## src/rtl/mc_control_unit_pkg.sv

```systemverilog
// Shared types for the multi-cycle control unit: FSM states, RV32I major opcodes,
// PC/write-back select encodings, trap causes and the instruction-class record.
package mc_ctrl_pkg;

  typedef enum logic [2:0] {
    FETCH  = 3'd0,
    DECODE = 3'd1,
    EXEC   = 3'd2,
    MEM    = 3'd3,
    WB     = 3'd4,
    TRAP   = 3'd5
  } state_e;

  localparam logic [6:0] OPC_LUI    = 7'b0110111;
  localparam logic [6:0] OPC_AUIPC  = 7'b0010111;
  localparam logic [6:0] OPC_JAL    = 7'b1101111;
  localparam logic [6:0] OPC_JALR   = 7'b1100111;
  localparam logic [6:0] OPC_BRANCH = 7'b1100011;
  localparam logic [6:0] OPC_LOAD   = 7'b0000011;
  localparam logic [6:0] OPC_STORE  = 7'b0100011;
  localparam logic [6:0] OPC_OP_IMM = 7'b0010011;
  localparam logic [6:0] OPC_OP     = 7'b0110011;
  localparam logic [6:0] OPC_FENCE  = 7'b0001111;
  localparam logic [6:0] OPC_SYSTEM = 7'b1110011;

  localparam logic [1:0] PC_SRC_PLUS4 = 2'd0;
  localparam logic [1:0] PC_SRC_IMM   = 2'd1;
  localparam logic [1:0] PC_SRC_ALU   = 2'd2;

  localparam logic [1:0] WB_SEL_ALU = 2'd0;
  localparam logic [1:0] WB_SEL_MDR = 2'd1;
  localparam logic [1:0] WB_SEL_PC4 = 2'd2;

  localparam logic [1:0] CAUSE_NONE    = 2'd0;
  localparam logic [1:0] CAUSE_ILLEGAL = 2'd1;
  localparam logic [1:0] CAUSE_SYSTEM  = 2'd2;
  localparam logic [1:0] CAUSE_TIMEOUT = 2'd3;

  typedef struct packed {
    logic lui;
    logic auipc;
    logic jal;
    logic jalr;
    logic branch;
    logic load;
    logic store;
    logic op_imm;
    logic op;
    logic fence;
    logic system;
  } instr_class_t;

endpackage

```

## src/rtl/mc_control_unit_if.sv

```systemverilog
// Control-unit <-> datapath/memory signal bundle. master = control unit, slave = datapath side.
// PERF_CNT_EN adds the cycle_cnt/instret counter outputs.
interface mc_control_unit_if;
  logic [6:0] opcode;
  logic [2:0] funct3;
  logic       sys_imm12;
  logic       branch_cond;
  logic       imem_ready;
  logic       dmem_ready;
  logic       imem_req;
  logic       dmem_req;
  logic       dmem_we;
  logic [2:0] dmem_funct;
  logic       ir_we;
  logic       mdr_we;
  logic       pc_we;
  logic [1:0] pc_src;
  logic       alu_src_imm;
  logic       rf_we;
  logic [1:0] wb_sel;
  logic       retire;
  logic       halted;
  logic [1:0] trap_cause;
`ifdef PERF_CNT_EN
  logic [63:0] cycle_cnt;
  logic [63:0] instret;
`endif

  modport master (
    input  opcode, funct3, sys_imm12, branch_cond, imem_ready, dmem_ready,
    output imem_req, dmem_req, dmem_we, dmem_funct, ir_we, mdr_we, pc_we, pc_src,
           alu_src_imm, rf_we, wb_sel, retire, halted, trap_cause
`ifdef PERF_CNT_EN
    , output cycle_cnt, instret
`endif
  );

  modport slave (
    output opcode, funct3, sys_imm12, branch_cond, imem_ready, dmem_ready,
    input  imem_req, dmem_req, dmem_we, dmem_funct, ir_we, mdr_we, pc_we, pc_src,
           alu_src_imm, rf_we, wb_sel, retire, halted, trap_cause
`ifdef PERF_CNT_EN
    , input cycle_cnt, instret
`endif
  );
endinterface

```

## src/rtl/mc_control_unit_opcode_class.sv

```systemverilog
// Combinational RV32I major-opcode classifier: one-hot class plus illegal flag.
module mc_opcode_class
  import mc_ctrl_pkg::*;
(
  input  logic [6:0]   i_opcode,
  output instr_class_t o_class,
  output logic         o_illegal
);

  always_comb begin
    o_class = '0;
    case (i_opcode)
      OPC_LUI:    o_class.lui    = 1'b1;
      OPC_AUIPC:  o_class.auipc  = 1'b1;
      OPC_JAL:    o_class.jal    = 1'b1;
      OPC_JALR:   o_class.jalr   = 1'b1;
      OPC_BRANCH: o_class.branch = 1'b1;
      OPC_LOAD:   o_class.load   = 1'b1;
      OPC_STORE:  o_class.store  = 1'b1;
      OPC_OP_IMM: o_class.op_imm = 1'b1;
      OPC_OP:     o_class.op     = 1'b1;
      OPC_FENCE:  o_class.fence  = 1'b1;
      OPC_SYSTEM: o_class.system = 1'b1;
      default:    o_class        = '0;
    endcase
  end

  assign o_illegal = (o_class == '0);

endmodule

```

## src/rtl/mc_control_unit.sv

```systemverilog
// Multi-cycle RV32I control FSM (FETCH/DECODE/EXEC/MEM/WB/TRAP) with memory-wait timeout.
// Optional PERF_CNT_EN macro adds 64-bit cycle and retired-instruction counters.
module mc_control_unit
  import mc_ctrl_pkg::*;
#(
  parameter int XLEN        = 32,
  parameter int MEM_TIMEOUT = 15
) (
  input logic              clk,
  input logic              reset,
  mc_control_unit_if.master io_ctrl
);

  // The wait counter only has to reach MEM_TIMEOUT-1; it never needs to be wider than the datapath.
  localparam int WAIT_W_RAW = (MEM_TIMEOUT > 1) ? $clog2(MEM_TIMEOUT) : 1;
  localparam int WAIT_W     = (WAIT_W_RAW < XLEN) ? WAIT_W_RAW : XLEN;
  localparam logic [WAIT_W-1:0] WAIT_LAST = WAIT_W'((MEM_TIMEOUT > 0) ? MEM_TIMEOUT - 1 : 0);

  state_e            r_state;
  state_e            w_state_next;
  logic [WAIT_W-1:0] r_wait;
  logic [WAIT_W-1:0] w_wait_next;
  logic [1:0]        r_cause;
  logic [1:0]        w_cause_next;
  logic              w_waiting;
  instr_class_t      w_class;
  logic              w_illegal;
  logic              w_unused_ok;

  assign w_unused_ok = io_ctrl.sys_imm12;

  mc_opcode_class u_opcode_class (
    .i_opcode  (io_ctrl.opcode),
    .o_class   (w_class),
    .o_illegal (w_illegal)
  );

  always_ff @(posedge clk) begin
    if (reset) begin
      r_state <= FETCH;
      r_wait  <= '0;
      r_cause <= CAUSE_NONE;
    end else begin
      r_state <= w_state_next;
      r_wait  <= w_wait_next;
      r_cause <= w_cause_next;
    end
  end

  always_comb begin
    w_state_next        = r_state;
    w_wait_next         = '0;
    w_cause_next        = r_cause;
    w_waiting           = 1'b0;
    io_ctrl.imem_req    = 1'b0;
    io_ctrl.dmem_req    = 1'b0;
    io_ctrl.dmem_we     = 1'b0;
    io_ctrl.dmem_funct  = 3'd0;
    io_ctrl.ir_we       = 1'b0;
    io_ctrl.mdr_we      = 1'b0;
    io_ctrl.pc_we       = 1'b0;
    io_ctrl.pc_src      = PC_SRC_PLUS4;
    io_ctrl.alu_src_imm = 1'b0;
    io_ctrl.rf_we       = 1'b0;
    io_ctrl.wb_sel      = WB_SEL_ALU;
    io_ctrl.retire      = 1'b0;
    io_ctrl.halted      = 1'b0;
    io_ctrl.trap_cause  = r_cause;

    unique case (r_state)
      FETCH: begin
        io_ctrl.imem_req = 1'b1;
        if (io_ctrl.imem_ready) begin
          io_ctrl.ir_we = 1'b1;
          w_state_next  = DECODE;
        end else begin
          w_waiting = 1'b1;
        end
      end
      DECODE: begin
        if (w_illegal) begin
          w_state_next = TRAP;
          w_cause_next = CAUSE_ILLEGAL;
        end else if (w_class.system) begin
          w_state_next = TRAP;
          w_cause_next = CAUSE_SYSTEM;
        end else begin
          w_state_next = EXEC;
        end
      end
      EXEC: begin
        io_ctrl.alu_src_imm = w_class.op_imm | w_class.load | w_class.store |
                              w_class.jalr | w_class.lui | w_class.auipc;
        if (w_class.branch || w_class.fence) begin
          io_ctrl.pc_we  = 1'b1;
          io_ctrl.pc_src = (w_class.branch && io_ctrl.branch_cond) ? PC_SRC_IMM : PC_SRC_PLUS4;
          io_ctrl.retire = 1'b1;
          w_state_next   = FETCH;
        end else if (w_class.load || w_class.store) begin
          w_state_next = MEM;
        end else begin
          w_state_next = WB;
        end
      end
      MEM: begin
        io_ctrl.dmem_req   = 1'b1;
        io_ctrl.dmem_we    = w_class.store;
        io_ctrl.dmem_funct = io_ctrl.funct3;
        if (io_ctrl.dmem_ready) begin
          if (w_class.store) begin
            io_ctrl.pc_we  = 1'b1;
            io_ctrl.retire = 1'b1;
            w_state_next   = FETCH;
          end else begin
            io_ctrl.mdr_we = 1'b1;
            w_state_next   = WB;
          end
        end else begin
          w_waiting = 1'b1;
        end
      end
      WB: begin
        io_ctrl.rf_we  = 1'b1;
        io_ctrl.wb_sel = w_class.load ? WB_SEL_MDR :
                         (w_class.jal || w_class.jalr) ? WB_SEL_PC4 : WB_SEL_ALU;
        io_ctrl.pc_we  = 1'b1;
        io_ctrl.pc_src = w_class.jal ? PC_SRC_IMM : w_class.jalr ? PC_SRC_ALU : PC_SRC_PLUS4;
        io_ctrl.retire = 1'b1;
        w_state_next   = FETCH;
      end
      TRAP: begin
        io_ctrl.halted = 1'b1;
      end
      default: begin
        w_state_next = FETCH;
      end
    endcase

    // A ready in the final allowed cycle takes the normal path because w_waiting is then low.
    if (w_waiting && (MEM_TIMEOUT > 0)) begin
      if (r_wait == WAIT_LAST) begin
        w_state_next = TRAP;
        w_cause_next = CAUSE_TIMEOUT;
      end else begin
        w_wait_next = r_wait + 1'b1;
      end
    end

    if (reset) begin
      io_ctrl.imem_req    = 1'b0;
      io_ctrl.dmem_req    = 1'b0;
      io_ctrl.dmem_we     = 1'b0;
      io_ctrl.dmem_funct  = 3'd0;
      io_ctrl.ir_we       = 1'b0;
      io_ctrl.mdr_we      = 1'b0;
      io_ctrl.pc_we       = 1'b0;
      io_ctrl.pc_src      = 2'd0;
      io_ctrl.alu_src_imm = 1'b0;
      io_ctrl.rf_we       = 1'b0;
      io_ctrl.wb_sel      = 2'd0;
      io_ctrl.retire      = 1'b0;
      io_ctrl.halted      = 1'b0;
      io_ctrl.trap_cause  = 2'd0;
    end
  end

`ifdef PERF_CNT_EN
  logic [63:0] r_cycle_cnt;
  logic [63:0] r_instret;

  always_ff @(posedge clk) begin
    if (reset) begin
      r_cycle_cnt <= '0;
      r_instret   <= '0;
    end else begin
      if (r_state != TRAP) r_cycle_cnt <= r_cycle_cnt + 64'd1;
      if (io_ctrl.retire)  r_instret   <= r_instret + 64'd1;
    end
  end

  assign io_ctrl.cycle_cnt = reset ? 64'd0 : r_cycle_cnt;
  assign io_ctrl.instret   = reset ? 64'd0 : r_instret;
`endif

endmodule

```

## src/flat_wrapper.sv

```systemverilog
// flat-port wrapper written by rule: the top's interface ports become plain ports
module mc_control_unit_flat import mc_ctrl_pkg::*;
#(
  parameter int XLEN        = 32,
  parameter int MEM_TIMEOUT = 15
)
  (clk, reset, io_ctrl_opcode, io_ctrl_funct3, io_ctrl_sys_imm12, io_ctrl_branch_cond, io_ctrl_imem_ready, io_ctrl_dmem_ready, io_ctrl_imem_req, io_ctrl_dmem_req, io_ctrl_dmem_we, io_ctrl_dmem_funct, io_ctrl_ir_we, io_ctrl_mdr_we, io_ctrl_pc_we, io_ctrl_pc_src, io_ctrl_alu_src_imm, io_ctrl_rf_we, io_ctrl_wb_sel, io_ctrl_retire, io_ctrl_halted, io_ctrl_trap_cause);
  mc_control_unit_if io_ctrl_i ();
  input logic clk;
  input logic reset;
  input wire logic [$bits(io_ctrl_i.opcode)-1:0] io_ctrl_opcode;
  input wire logic [$bits(io_ctrl_i.funct3)-1:0] io_ctrl_funct3;
  input wire logic [$bits(io_ctrl_i.sys_imm12)-1:0] io_ctrl_sys_imm12;
  input wire logic [$bits(io_ctrl_i.branch_cond)-1:0] io_ctrl_branch_cond;
  input wire logic [$bits(io_ctrl_i.imem_ready)-1:0] io_ctrl_imem_ready;
  input wire logic [$bits(io_ctrl_i.dmem_ready)-1:0] io_ctrl_dmem_ready;
  output wire logic [$bits(io_ctrl_i.imem_req)-1:0] io_ctrl_imem_req;
  output wire logic [$bits(io_ctrl_i.dmem_req)-1:0] io_ctrl_dmem_req;
  output wire logic [$bits(io_ctrl_i.dmem_we)-1:0] io_ctrl_dmem_we;
  output wire logic [$bits(io_ctrl_i.dmem_funct)-1:0] io_ctrl_dmem_funct;
  output wire logic [$bits(io_ctrl_i.ir_we)-1:0] io_ctrl_ir_we;
  output wire logic [$bits(io_ctrl_i.mdr_we)-1:0] io_ctrl_mdr_we;
  output wire logic [$bits(io_ctrl_i.pc_we)-1:0] io_ctrl_pc_we;
  output wire logic [$bits(io_ctrl_i.pc_src)-1:0] io_ctrl_pc_src;
  output wire logic [$bits(io_ctrl_i.alu_src_imm)-1:0] io_ctrl_alu_src_imm;
  output wire logic [$bits(io_ctrl_i.rf_we)-1:0] io_ctrl_rf_we;
  output wire logic [$bits(io_ctrl_i.wb_sel)-1:0] io_ctrl_wb_sel;
  output wire logic [$bits(io_ctrl_i.retire)-1:0] io_ctrl_retire;
  output wire logic [$bits(io_ctrl_i.halted)-1:0] io_ctrl_halted;
  output wire logic [$bits(io_ctrl_i.trap_cause)-1:0] io_ctrl_trap_cause;
  assign io_ctrl_i.opcode = io_ctrl_opcode;
  assign io_ctrl_i.funct3 = io_ctrl_funct3;
  assign io_ctrl_i.sys_imm12 = io_ctrl_sys_imm12;
  assign io_ctrl_i.branch_cond = io_ctrl_branch_cond;
  assign io_ctrl_i.imem_ready = io_ctrl_imem_ready;
  assign io_ctrl_i.dmem_ready = io_ctrl_dmem_ready;
  assign io_ctrl_imem_req = io_ctrl_i.imem_req;
  assign io_ctrl_dmem_req = io_ctrl_i.dmem_req;
  assign io_ctrl_dmem_we = io_ctrl_i.dmem_we;
  assign io_ctrl_dmem_funct = io_ctrl_i.dmem_funct;
  assign io_ctrl_ir_we = io_ctrl_i.ir_we;
  assign io_ctrl_mdr_we = io_ctrl_i.mdr_we;
  assign io_ctrl_pc_we = io_ctrl_i.pc_we;
  assign io_ctrl_pc_src = io_ctrl_i.pc_src;
  assign io_ctrl_alu_src_imm = io_ctrl_i.alu_src_imm;
  assign io_ctrl_rf_we = io_ctrl_i.rf_we;
  assign io_ctrl_wb_sel = io_ctrl_i.wb_sel;
  assign io_ctrl_retire = io_ctrl_i.retire;
  assign io_ctrl_halted = io_ctrl_i.halted;
  assign io_ctrl_trap_cause = io_ctrl_i.trap_cause;
  mc_control_unit #(.XLEN(XLEN), .MEM_TIMEOUT(MEM_TIMEOUT)) u_core (.clk(clk), .reset(reset), .io_ctrl(io_ctrl_i));
endmodule
```

## config.mk

```make
export PLATFORM = sky130hd
export DESIGN_NAME = mc_control_unit_flat
export DESIGN_NICKNAME = d
export VERILOG_FILES = /design/src/rtl/mc_control_unit_pkg.sv /design/src/rtl/mc_control_unit_if.sv /design/src/rtl/mc_control_unit_opcode_class.sv /design/src/rtl/mc_control_unit.sv /design/src/flat_wrapper.sv
export SDC_FILE = /design/constraint.sdc
export NUM_CORES = 1
export LEC_CHECK = 0
export BUFFER_PORTS_ARGS = -buffer_cell sky130_fd_sc_hd__clkbuf_2
export CAP_MARGIN = 20
export CORE_ASPECT_RATIO = 2
export CORE_MARGIN = 2
export CORE_UTILIZATION = 30
export CTS_CLUSTER_SIZE = 30
export DETAILED_ROUTE_END_ITERATION = 8
export SKIP_CTS_REPAIR_TIMING = 1
export SYNTH_ARGS = -nofsm -noshare
export SYNTH_HDL_FRONTEND = slang
export SYNTH_SLANG_ARGS = --single-unit
```

## constraint.sdc

```tcl
create_clock -name clk -period 1.45 [get_ports clk]
set_input_delay 0.2175 -clock clk [delete_from_list [all_inputs] [get_ports clk]]
set_output_delay 0.2175 -clock clk [all_outputs]
set_load 0.05 [all_outputs]
```

======== Word-level counts from Yosys, hierarchy flattened ========
Cells that the tools add are included.
word-level totals
  register bits after elaboration ......... 9
  output and inout bits ................... 19
  bits of input ports ..................... 16
  word-level logic and storage cells ...... 100
cells by class
  equality and inequality tests ........... 17
  reductions and logical operators ........ 7
  mux-type cells .......................... 66
  bitwise gates (word level) .............. 6
  add/sub/neg operators ................... 1
operators by type and width
  kind                                                              count
  1-bit two-way mux                                                 37
  3-bit two-way mux                                                 11
  7-bit == test (second input constant)                             4
  2-bit two-way mux                                                 14
  7-bit by 6-bit == test with 1-bit output (second input constant)  3
  3-bit case mux with 5 select lines                                1
  7-bit by 5-bit == test with 1-bit output (second input constant)  2
  11-bit logical NOT                                                1
  7-bit by 2-bit == test with 1-bit output (second input constant)  1
  7-bit by 4-bit == test with 1-bit output (second input constant)  1
  3-bit by 2-bit == test with 1-bit output (second input constant)  2
  3-bit == test (second input constant)                             2
  1-bit bitwise OR                                                  5
  4-bit by 1-bit adder with 4-bit output (second input constant)    1
  4-bit == test (second input constant)                             1
  2-bit case mux with 2 select lines                                1
  3-bit by 1-bit == test with 1-bit output (second input constant)  1
  3-bit logical NOT                                                 1
  1-bit logical OR                                                  3
  1-bit case mux with 3 select lines                                1
  3-bit OR reduction                                                1
  1-bit case mux with 2 select lines                                1
  1-bit logical AND                                                 1
  1-bit inverter                                                    1

======== Longest topological paths before layout ========
  word-level depth ........................ 9
  gate-level depth with buffers ........... 7

======== Hierarchy ========
Synthesis repeated with hierarchy kept, for this count alone.
second synthesis, totals
  cell total of the unflattened synthesis .. 114
  area total of the unflattened synthesis .. 860.8 µm²
modules (own cells, without submodules)
  module           area an instance (µm²)  instances  cells each
  mc_control_unit  676.9                   1          86
  mc_opcode_class  183.9                   1          28

======== Worst setup path before layout ========
OpenSTA, ideal clock, no wires.
  path type ............................... register to output
  from .................................... reg u_core.r_state[1]
  to ...................................... out io_ctrl_pc_src[1]
  arrival ................................. 2915 ps
  path buffers ............................ 0
  required time ........................... 1233 ps
  stages on the path, launching flop included .. 5
  path slack .............................. -1683 ps
  path through ............................ dfxtp_1 -> nand2b_1 -> nor3_1 -> nand2_1 -> nor3_1
between the ends
  word-level cells in the longest chain between the ends .. 3
  elaborated cells on any way between the ends .. 4
  classes of those cells .................. 2 x eq/ne; 2 x mux
RTL lines
  element                                                                           line                    RTL
  from (decl)                                                                       mc_control_unit.sv:19   state_e r_state;
  from (signal assigned)                                                            mc_control_unit.sv:44   r_state <= w_state_next;
  3-bit == test / 3-bit by 2-bit == test with 1-bit output (equally long branches)  mc_control_unit.sv:70   unique case (r_state)
  2-bit case mux with 2 select lines *                                              mc_control_unit.sv:70
  2-bit two-way mux *                                                               mc_control_unit.sv:149  if (reset) begin
  to (decl)                                                                         flat_wrapper.sv:24      output wire logic [$bits(io_ctrl_i.pc_src)-1:0] io_ctrl_pc_src;
Every way passes the cells marked *; elsewhere a longest branch is shown, timed or not.

======== Final worst setup path ========
  from .................................... reg u_core.r_state[2]
  to ...................................... out io_ctrl_retire
between the ends
  word-level cells in the longest chain between the ends .. 3
  elaborated cells on any way between the ends .. 5
  classes of those cells .................. 3 x eq/ne; 2 x mux
RTL lines
  element                                                                           line                    RTL
  3-bit == test / 3-bit by 2-bit == test with 1-bit output (equally long branches)  mc_control_unit.sv:70
  1-bit case mux with 3 select lines *                                              mc_control_unit.sv:70
  1-bit two-way mux *                                                               mc_control_unit.sv:149
  to (decl)                                                                         flat_wrapper.sv:28      output wire logic [$bits(io_ctrl_i.retire)-1:0] io_ctrl_retire;
Marked as above.

==> flow_summary_export.csv <==
group,metric,value,unit
worst_hold_path,hold_path_startpoint,"io_ctrl_imem_ready",
sta,maxSlewViolCount,0,
detailed_routing,antenna_left,0,
worst_setup_path,slowest_stage,"dfxtp_2",
clocking,cts.sinks,9,
sta,rsz0062_at_grt,"yes",
detailed_routing,routed_wl,2.95,mm
synth,synth-edff-count,0,
clocking,clock_latency,230,ps
sta,slew_headroom,80.7,%
floorplanning,core_region_area,2700,um2
sta,hold_violations,0,
worst_setup_path,worst-path-buf-inv,1,
floorplanning,row_count,27,
synth,netlist_area,831,um2
status,violations,"negative setup slack",
clocking,cts_htree_levels,1,
grt,grt_pass1_vias,1060,
placed_design,dp_hpwl,2.32,mm
worst_setup_path,path_max_fanout,5,
worst_setup_path,worst_r2r_path_depth,6,
clocking,cts_made_buffers,3,
synth,synth_cell_types,43,
sta,fin_crit_sh,117,%
cells_and_area,num_antenna_cells,0,
floorplanning,start_util,30.7,%
cells_and_area,design_area,1680,um2
grt,antenna_found_initial,0,
worst_setup_path,worstReg2RegStart,"u_core.r_state[0]",
sta,timing.final.setup_violations,17,
power_and_ir_drop,peakVddDrop,0.571,mV
clocking,clk_pin_slew,40,ps
worst_setup_path,crit_type,"flip-flop to primary output",
cells_and_area,drive_gt1_share,64.6,%
worst_setup_path,r2r_slack,30,ps
cells_and_area,layout_commonest_cell,"buf_4",
floorplanning,dieArea,3230,um2
synth,ys.warnings.count,0,
sta,fin_skew,2.49,ps
worst_setup_path,path_cells,"and2b_2 > a31oi_2 > o22ai_2 > nor2b_4 > buf_8",
floorplanning,die_w,41.2,um
worst_setup_path,crit_family,"simple AND/OR/NAND/NOR gates",
worst_setup_path,reg2reg_to,"u_core.r_state[2]",
power_and_ir_drop,finalPower,0.00109,W
floorplanning,die_h,78.4,um
sta,layout_setup_ws,-250,ps
worst_setup_path,startpoint,"u_core.r_state[2]",
floorplanning,boundaryPins,35,
worst_hold_path,min_delay_path_depth,3,
power_and_ir_drop,powerDensity,650,nW/um2
grt,grt_max_degree,8,
detailed_routing,dr.pass1.iters,4,
grt,grt-ovfl-total,0,
sta,fmax,588,MHz
cells_and_area,area_growth,103,%
grt,grtUsageTotal,18.9,%
synth,synthCells,112,
job,max_cap_violations,0,
detailed_routing,route.detailed.drc,0,
synth,synth_flop_cell,"dfxtp_1",
worst_setup_path,max_stage_delay,340,ps
worst_setup_path,end_kind,"primary output",
sta,fin_crit,1700,ps
sta,worst_pin_slew,288,ps
grt,grt_pass1_wl,4.28,mm
status,status,"finished with violations",
synth,synth-seq-cells,9,
worst_setup_path,required,1230,ps
detailed_routing,vias,1070,
worst_hold_path,hold_path_end,"u_core.r_state[0]",
clocking,clockBufferDepth,2,
clocking,cts_tree,"yes",
worst_setup_path,crit_path_start_kind,"flip-flop",
worst_hold_path,hold_path.class,"primary input to flip-flop",
cells_and_area,final_nets,197,
synth,syn_nets,130,
clocking,cts-root-buf,"clkbuf_8",
worst_setup_path,arrival,1480,ps
power_and_ir_drop,total_leakage_power,0.732,nW
detailed_routing,first_iter_violations,7,
synth,avgSynthCellArea,7.42,um2
cells_and_area,final_cell_mix,"28 x buf_4, 17 x clkbuf_2, 13 x buf_6",
placed_design,gp_congestion,0.840,
synth,async_flop_share,0,%
synth,yosysSeqAreaShare,21.7,%
detailed_routing,wl_per_cell,14.2,um
placed_design,port_buffers,33,
placed_design,dpl-instance-area,1430,um2
detailed_routing,vias_per_cell,5.17,
-- registers in the layout (all words and copies together) (netlist names) --
register	flops
u_core.r_wait	4
u_core.r_cause	2
u_core.r_state	3
-- worst max path at each step --
stage                     cells after the start                 to  slack, ps
after floorplan                               4  io_ctrl_pc_src[1]       -480
after global placement                        5  io_ctrl_wb_sel[0]       -280
after detailed placement                      5  io_ctrl_wb_sel[0]       -290
after CTS                                     5     io_ctrl_retire       -350
after global routing                          5     io_ctrl_retire       -310
final                                         5     io_ctrl_retire       -250
-- cells by family after synthesis --
logic type                 Yosys count  share of synthesized area [%]
and+or+nand+nor                     71                           48.2
xor gates and xnor gates             2                           2.11
adders and majority gates            2                           3.01
DFF                                  9                           21.7
AOI/OAI and AO/OA                   21                           18.7
buffers and inverters                7                           6.33
-- synth_stat cells, drive strengths merged, types with 2 or more instances --
library cell	count	area share, %
and3b	2	2.1
buf	4	5.0
inv	2	0.90
o21ai	4	2.9
ha	2	3.0
nor4	3	2.3
nor3b	4	3.6
dfxtp	9	22
and2	4	3.0
a31oi	3	2.3
a21oi	3	1.8
or2	2	1.5
nand2b	2	1.5
nor2	18	9.0
a211oi	2	2.4
nor3	6	3.6
nand3	4	2.4
and3	4	3.0
nor2b	5	3.8
o22ai	2	1.5
nand2	10	4.5
-- stage by stage --
step	worst slack [ps]	setup TNS [ps]	util [%]	std cells	hold slack [ps]
2_1_floorplan	-478	-1960	-	112	430
3_3_place_gp	-282	-1830	52.8	202	438
3_5_place_dp	-289	-1960	52.8	202	452
4_1_cts	-345	-4460	54.5	206	370
5_1_grt	-305	-3720	62.3	207	467
6_report	-250	-2610	62.3	207	437
-- worst register-to-register path, delay by kind of cell, from the launching register on --
kind                   cells  cell delay, ps
and+or+nand+nor            2             400
DFF                        1             350
buffers and inverters      1             140
AOI/OAI and AO/OA          3             400
-- area by class of cell --
| class | count | area, um2 |
|---|---|---|
| sequential | 9 | 186 |
| tap | 29 | 36.3 |
| fill | 231 | 1020 |
| timing repair buffer | 67 | 592 |
| multi-input combinational | 96 | 816 |
| clock buffer | 4 | 45.0 |
| inverter | 2 | 7.51 |
-- routing by layer --
metal / vias up / wire, um / global-route usage, %
li1: 538 / - / -
met1: 492 / 999 / 16.0
met2: 28 / 1750 / 35.5
met3: 12 / 70 / 1.13
met4: 0 / 125 / 12.9
met5: - / 0 / 0
-- report_power, final --
group	internal [W]	switching, W
combinational	0.000253	0.000266
clock	0.000191	0.0000926
sequential	0.000270	0.0000208
total	0.000714	0.000380
Power figures use the tool's default switching activity.
